$ cat src/rtl/cordic_iter_engine.sv
// Iterative CORDIC shift-add engine driven by an external dual-rail direction unit.
// Define CORDIC_GAIN_COMP_EN to add a COMP state that scales x/y by ~0.609.
module cordic_iter_engine #(
    parameter int W     = 8,
    parameter int ZW    = 8,
    parameter int ITERS = 5
) (
    input  logic          clk,
    input  logic          rst,
    input  logic          in_valid,
    output logic          in_ready,
    input  logic [W-1:0]  x_in,
    input  logic [W-1:0]  y_in,
    input  logic [ZW-1:0] z_in,
    input  logic          v_in,
    output logic [ITERS-1:0] a,
    output logic          v,
    input  logic          d,
    input  logic          dn,
    output logic [W-1:0]  xo,
    output logic [W-1:0]  yo,
    output logic [ZW-1:0] zo,
    output logic          out_valid,
    input  logic          out_ready,
    output logic          err
);

    localparam int IW = 4;
    localparam logic [IW-1:0] LAST = IW'(ITERS - 1);

    typedef enum logic [1:0] {
        IDLE,
        RUN,
`ifdef CORDIC_GAIN_COMP_EN
        COMP,
`endif
        DONE
    } state_t;

    state_t state, state_n;

    logic signed [W-1:0]  x_r, y_r, x_n, y_n;
    logic signed [ZW-1:0] z_r, z_n;
    logic                 v_r, v_n, err_r, err_n;
    logic [IW-1:0]        i_r, i_n;

    logic signed [W-1:0]  xs, ys;
    logic signed [ZW-1:0] t;

    // round(atan(2^-i) * 64) in Q2.6
    function automatic logic signed [ZW-1:0] atan_tab(input logic [IW-1:0] k);
        case (k)
            4'd0:    atan_tab = ZW'(50);
            4'd1:    atan_tab = ZW'(30);
            4'd2:    atan_tab = ZW'(16);
            4'd3:    atan_tab = ZW'(8);
            4'd4:    atan_tab = ZW'(4);
            4'd5:    atan_tab = ZW'(2);
            4'd6:    atan_tab = ZW'(1);
            default: atan_tab = '0;
        endcase
    endfunction

    always_ff @(posedge clk) begin
        if (rst) begin
            state <= IDLE;
            x_r   <= '0;
            y_r   <= '0;
            z_r   <= '0;
            v_r   <= 1'b0;
            err_r <= 1'b0;
            i_r   <= '0;
        end else begin
            state <= state_n;
            x_r   <= x_n;
            y_r   <= y_n;
            z_r   <= z_n;
            v_r   <= v_n;
            err_r <= err_n;
            i_r   <= i_n;
        end
    end

    always_comb begin
        state_n = state;
        x_n     = x_r;
        y_n     = y_r;
        z_n     = z_r;
        v_n     = v_r;
        err_n   = err_r;
        i_n     = i_r;
        xs      = x_r >>> i_r;
        ys      = y_r >>> i_r;
        t       = atan_tab(i_r);
        unique case (state)
            IDLE: begin
                if (in_valid) begin
                    x_n     = $signed(x_in);
                    y_n     = $signed(y_in);
                    z_n     = $signed(z_in);
                    v_n     = v_in;
                    err_n   = 1'b0;
                    i_n     = '0;
                    state_n = RUN;
                end
            end
            RUN: begin
                if (d && dn) begin
                    err_n   = 1'b1;
                    state_n = IDLE;
                end else if (d || dn) begin
                    // both rails read the pre-step x/y
                    if (d) begin
                        x_n = x_r - ys;
                        y_n = y_r + xs;
                        z_n = z_r - t;
                    end else begin
                        x_n = x_r + ys;
                        y_n = y_r - xs;
                        z_n = z_r + t;
                    end
                    if (i_r == LAST) begin
`ifdef CORDIC_GAIN_COMP_EN
                        state_n = COMP;
`else
                        state_n = DONE;
`endif
                    end else begin
                        i_n = i_r + 1'b1;
                    end
                end
            end
`ifdef CORDIC_GAIN_COMP_EN
            COMP: begin
                x_n     = (x_r >>> 1) + (x_r >>> 3) - (x_r >>> 6);
                y_n     = (y_r >>> 1) + (y_r >>> 3) - (y_r >>> 6);
                state_n = DONE;
            end
`endif
            DONE: begin
                if (out_ready) state_n = IDLE;
            end
            default: state_n = IDLE;
        endcase
    end

    assign a         = (state == RUN) ? (ITERS'(1) << i_r) : '0;
    assign in_ready  = (state == IDLE);
    assign out_valid = (state == DONE);
    assign v         = v_r;
    assign err       = err_r;
    assign xo        = x_r;
    assign yo        = y_r;
    assign zo        = z_r;

endmodule

$ cat config.mk
export PLATFORM = sky130hd
export DESIGN_NAME = cordic_iter_engine
export DESIGN_NICKNAME = d
export VERILOG_FILES = /design/src/rtl/cordic_iter_engine.sv
export SDC_FILE = /design/constraint.sdc
export NUM_CORES = 1
export LEC_CHECK = 0
export BUFFER_PORTS_ARGS = -buffer_cell sky130_fd_sc_hd__buf_2
export CORE_MARGIN = 8
export CORE_UTILIZATION = 40
export CTS_CLUSTER_SIZE = 10
export DETAILED_ROUTE_END_ITERATION = 10
export GPL_ROUTABILITY_DRIVEN = 0
export HOLD_SLACK_MARGIN = 0.02
export PLACE_DENSITY = 0.63
export SYNTH_ARGS = -nofsm -noshare
export SYNTH_HDL_FRONTEND = slang
export SYNTH_SLANG_ARGS = --single-unit
$ cat constraint.sdc
create_clock -name clk -period 3.69 [get_ports clk]
set_clock_uncertainty 0.1 [all_clocks]
set_input_delay 0.9225 -clock clk [delete_from_list [all_inputs] [get_ports clk]]
set_output_delay 0.9225 -clock clk [all_outputs]
set_load 0.005 [all_outputs]
* After elaboration in Yosys (flattened, before gate mapping)
Index checks and enable logic that the tools add are counted.
** Cells by class
- Shifts and indexed selects :: 3
- Eq/ne operators :: 16
- Multiplexer cells :: 31
- $add $sub $neg :: 7
- Reductions and logical operators :: 10
** Operators with widths (count)
- $mux 8 :: 12
- $pmux 8 s2 :: 3
- $pmux 6 s7 :: 1
- $add 8x8->8 :: 3
- $sub 8x8->8 :: 3
- $mux 4 :: 4
- $sshr 8x4->8 :: 2
- $eq 4x3->1 const B :: 3
- $mux 2 :: 5
- $ne 2x2->1 const B :: 5
- $eq 4x2->1 const B :: 2
- $pmux 4 s2 :: 1
- $reduce_and 4->1 :: 2
- $ne 3x3->1 const B :: 2
- $pmux 2 s3 :: 1
- $mux 5 :: 1
- $reduce_and 5->1 :: 1
- $shl 1x4->5 const A :: 1
- $add 4x1->4 const B :: 1
- $eq 4x1->1 const B :: 1
- $logic_not 4->1 :: 1
- $reduce_and 3->1 :: 1
- $eq 2x1->1 const B :: 1
- $eq 2x2->1 const B :: 1
- 8 further kinds :: 9
** Word-level totals
- Bits in registers :: 32
- Output and inout bits :: 33

* Longest topological paths before layout
- Word-level depth :: 7
- Gate-level depth with buffers :: 18
- Mapped depth without buffers :: 16

* Least setup slack after synthesis
Ideal clock, no wire load.
- Path type :: register to register
- Start :: reg i_r[1]
- End :: reg z_r[5], in the netlist zo[5]
- Stages on the path, launching flop included :: 19
- Data required time :: 3461 ps
- Library setup time :: 129 ps
- Data arrival time :: 3453 ps
- Buffers on the path :: 3
- Path slack :: 8 ps
- Path through :: dfxtp_1 -> buf_6 -> buf_2 -> buf_2 -> inv_1 -> ha_1 -> nor2b_1 -> o21bai_1 -> ha_1 -> inv_1 -> mux2_2 -> ha_1 -> nor2b_1 -> o21a_1 -> o21ai_0 -> a21oi_1 -> or3_1 -> a211oi_1 -> o41ai_1
** On the way
- Cells in the longest elaborated chain, start to end :: 7
- Elaborated cells on any way between the ends :: 14
- Classes of those cells :: add/sub: 2; eq/ne: 6; mux: 5; reduce/logical: 1
** RTL lines
- start, declared :: line 45 : logic [IW-1:0] i_r, i_n;
- start signal, assigned :: line 80 : i_r <= i_n;
- $eq 4x3->1, or another cell as far along :: line 52 : case (k)
- $pmux 6 s7 (*) :: line 52
- $add 8x8->8 or $sub 8x8->8 (tied branches) :: line 120, 116
- $mux 8 (*) :: line 113 : if (d) begin
- $mux 8 (*) :: line 111 : end else if (d || dn) begin
- $mux 8 (*) :: line 108 : if (d && dn) begin
- $pmux 8 s2 (*) :: line 95 : unique case (state)
- end signal, assigned :: line 77 : z_r <= z_n;
- end, declared :: line 43 : logic signed [ZW-1:0] z_r, z_n;
Mark *: on every way between the ends. The rest lies on a longest branch, timed or not. The select of a mux whose other input is x is not followed.
A chain may end at the register's enable or synchronous reset.

* Worst setup path in the final report
- Start :: reg i_r[1]
- End :: reg y_r[5], in the netlist yo[5]
** On the way
- Cells in the longest elaborated chain, start to end :: 6
- Elaborated cells on any way between the ends :: 7
- Classes of those cells :: add/sub: 2; shift: 1; mux: 4
** RTL lines
- $sshr 8x4->8 (*) :: line 92 : xs = x_r >>> i_r;
- $sub 8x8->8 or $add 8x8->8 (tied branches) :: line 119, 115
- $mux 8 (*) :: line 113
- $mux 8 (*) :: line 111
- $mux 8 (*) :: line 108
- $pmux 8 s2 (*) :: line 95
- end signal, assigned :: line 76 : y_r <= y_n;
- end, declared :: line 42 : logic signed [W-1:0] x_r, y_r, x_n, y_n;
Marks and branches as above.

==> impl_metrics.csv <==
group,metric,value,unit
pwr,p_leak,2.00,nW
clock_network,cts_root_buf,"clkbuf_8",
placement,dp_cells,670,
yosys,yosys-top-cells-area,"dfxtp_1, ha_1, a21oi_1, nand2_1, nor2_1",
run_status,status,"complete, no violations",
sta,setup_viol,0,
worst_setup_path,cp_num_buf_inv,1,
layout,fill_cells,877,
floorplan,start_util,41.4,%
grt,grt_pass1_wl,18.9,mm
worst_hold_path,hp-class,"reg2reg",
route,wl,11.5,mm
yosys,synth_nets,554,
grt,grt.total_usage,18.0,%
floorplan,num_io_pins,64,
yosys,async_flop_share,0,%
floorplan,core,8720,um^2
placement,dp_hpwl,8.79,mm
worst_setup_path,endpoint_kind,"flop",
yosys,ys_warn_count,0,
floorplan,die_area,12300,um^2
grt,grt_pass1_vias,3871,
worst_setup_path,crit_path_cell_trace,"mux4_1, mux2i_1, nor2b_2, a21o_1, ha_1, inv_1, mux2i_1, ha_1, a21o_1, a21oi_2, o21bai_2, a21oi_1, xor2_1, a311o_1, a21oi_1",
yosys,syn_area,3610,um^2
yosys,ys_ff_latch,32,
floorplan,rows,34,
sta,whs,0.379,ns
sta,tns,0,ns
sta,final_hold_viol_count,0,
clock_network,insertion_delay,0.29,ns
clock_network,cts-buffers-inserted,5,
worst_setup_path,critPathSlowestCell,"mux4_1",
worst_setup_path,max_stage_delay,0.54,ns
worst_setup_path,cp_top_family,"compound AO/OA/AOI/OAI gates",
route,drc,0,
grt,grt_overflow,0,
sta,drv_slew,0,
flow_run,max_cap_violations,0,
yosys,synth_area_per_cell,7.36,um^2
clock_network,clk_path_buf_depth,2,
worst_setup_path,critPathKind,"reg2reg",
layout,drive_gt1_share,25.9,%
worst_setup_path,worstPathRequired,3.81,ns
grt,antenna_found_initial,0,
sta,min_period,3.47,ns
worst_setup_path,path_max_fanout,7,
clock_network,cts.sinks,32,
clock_network,cts_tree,"built",
route,drt_iter0_drc,181,
worst_setup_path,start_kind,"flop",
pwr,total_power,2.02,mW
layout,syn_to_final_growth,22.4,%
sta,slew_headroom,45.3,%
yosys,synth_edf_count,0,
floorplan,die_y,111,um
layout,num_antenna_cells,0,
layout,final_cells,680,
route,drt-pass1-iter-count,5,
clock_network,htree_levels,2,
yosys,ys_seq_area_share,17.7,%
yosys,synthFlopType,"dfxtp_1",
sta,fmax,288,MHz
sta,min_period_over_period,94.0,%
route,vias,3830,
pwr,p_per_area,456,nW/um^2
yosys,synth_area_leader_cell,"dfxtp_1",
yosys,syn_inst,491,
grt,grt_max_degree,34,
clock_network,clk_pin_slew,0.08,ns
sta,worst_slew_pin_slew,0.814,ns
floorplan,die_w,111,um
route,ant_nets,0,
placement,portBuffers,63,
pwr,ir_drop,0.000217,V
route,via_per_inst,5.63,
worst_setup_path,critPathArrivalTime,3.59,ns
worst_setup_path,rrSetupSlack,0.22,ns
yosys,synth_cell_type_count,58,
yosys,synth_top_area_share,17.7,%
layout,num-nets-final,634,
route,wl_per_cell,16.9,um
-- routing by layer --
| metal | GRT usage (%) | up-vias | share of wire [%] |
|---|---|---|---|
| li1 | - | 1916 | - |
| met1 | 22.1 | 1789 | 44 |
| met2 | 31.9 | 109 | 50 |
| met3 | 1.79 | 16 | 4.3 |
| met4 | 5.33 | 0 | 1.7 |
| met5 | 0 | - | 0 |
-- worst reg2reg max path, stage by stage (launching register included) --
cell	delay [ns]
dfxtp_4	0.40
mux4_1	0.55
mux2i_1	0.19
nor2b_2	0.16
a21o_1	0.11
ha_1	0.22
inv_1	0.05
mux2i_1	0.10
ha_1	0.31
a21o_1	0.17
a21oi_2	0.16
o21bai_2	0.10
a21oi_1	0.18
xor2_1	0.12
a311o_1	0.36
a21oi_1	0.12
-- registers in the layout, summed over array words and instances, names as in the netlist --
register  count
err           1
i_r           4
state         2
v             1
xo            8
yo            8
zo            8
-- through the flow --
step,utilization (%),setup slack (ns),instance area [um^2]
final,50.7,0.220,4420
after global placement,48.6,0.0261,4230
after global routing,50.7,-0.00566,4420
after floorplan,-,0.00788,3610
after detailed placement,48.6,-0.111,4230
after CTS,49.9,0.0153,4350
-- cell usage in the layout (no fill, tap or decap), drive strengths merged, types with 3 or more instances in the layout --
| master | count |
|---|---|
| nor3 | 15 |
| buf | 107 |
| nand2 | 59 |
| or3 | 5 |
| a311oi | 5 |
| o211ai | 9 |
| xnor2 | 21 |
| a32o | 4 |
| ha | 29 |
| inv | 27 |
| a21o | 6 |
| o221ai | 9 |
| mux2i | 10 |
| a31oi | 6 |
| o21bai | 6 |
| o21a | 8 |
| and2 | 4 |
| xor2 | 8 |
| o21ai | 27 |
| nor2b | 7 |
| nor2 | 53 |
| mux4 | 7 |
| a21oi | 48 |
| mux2 | 6 |
| and3 | 4 |
| a211oi | 4 |
| dfxtp | 32 |
| fa | 3 |
| nand3 | 7 |
| clkbuf | 5 |
-- synth_stat cells, drive strengths merged (6+ instances only) --
| library cell | n |
|---|---|
| inv | 27 |
| nand2 | 59 |
| xor2 | 8 |
| mux2 | 6 |
| a21oi | 48 |
| nand3 | 7 |
| nor2 | 53 |
| ha | 29 |
| a31oi | 6 |
| mux4 | 7 |
| buf | 12 |
| dfxtp | 32 |
| a21o | 6 |
| mux2i | 10 |
| xnor2 | 21 |
| o21a | 8 |
| o21ai | 27 |
| nor2b | 7 |
| o211ai | 9 |
| o221ai | 9 |
| clkbuf | 22 |
| nor3 | 15 |
| o21bai | 6 |
-- where the power goes --
group	leakage [nW]	internal (mW)	switching [mW]
logic	1.68	0.570	0.666
registers	0.266	0.389	0.0466
clock network	0.0541	0.200	0.147
total	2.00	1.16	0.859
-- final timing paths --
kind | startpoint | end | depth (start not counted)
hold / removal | zo[0] | zo[0] | 2
setup reg to reg | i_r[1] | yo[5] | 15
setup / recovery | i_r[1] | yo[5] | 15
hold reg to reg | zo[0] | zo[0] | 2
-- logic make-up after synthesis --
group                    after synthesis  share of synthesized area, %
AND/OR/NAND/NOR                      166                          20.7
multiplexers                          23                          9.32
buffers and inverters                 62                          6.89
AO/OA/AOI/OAI                        147                          26.6
flip-flops                            32                          17.7
XOR/XNOR                              29                          7.03
adder cells (fa/ha/maj)               32                          11.7
-- cell type report --
cell class / instances / area, um^2 / area share [%]
Sequential cell: 32 / 649 / 14.7
Tap cell: 108 / 135 / 3.06
Timing Repair Buffer: 107 / 646 / 14.6
Clock buffer: 5 / 68.8 / 1.56
Inverter: 28 / 105 / 2.38
Multi-Input combinational cell: 397 / 2780 / 62.8
Clock inverter: 3 / 42.5 / 0.962
-- timing repair --
action / in CTS / in global routing
setup endpoints to repair: 3 / 7
pin swaps: 0 / 6
hold buffers: 0 / 0
setup buffers: 0 / 2
gates resized for setup: 4 / 20
cloned: 0 / 0
Power figures use the tool's default switching activity.
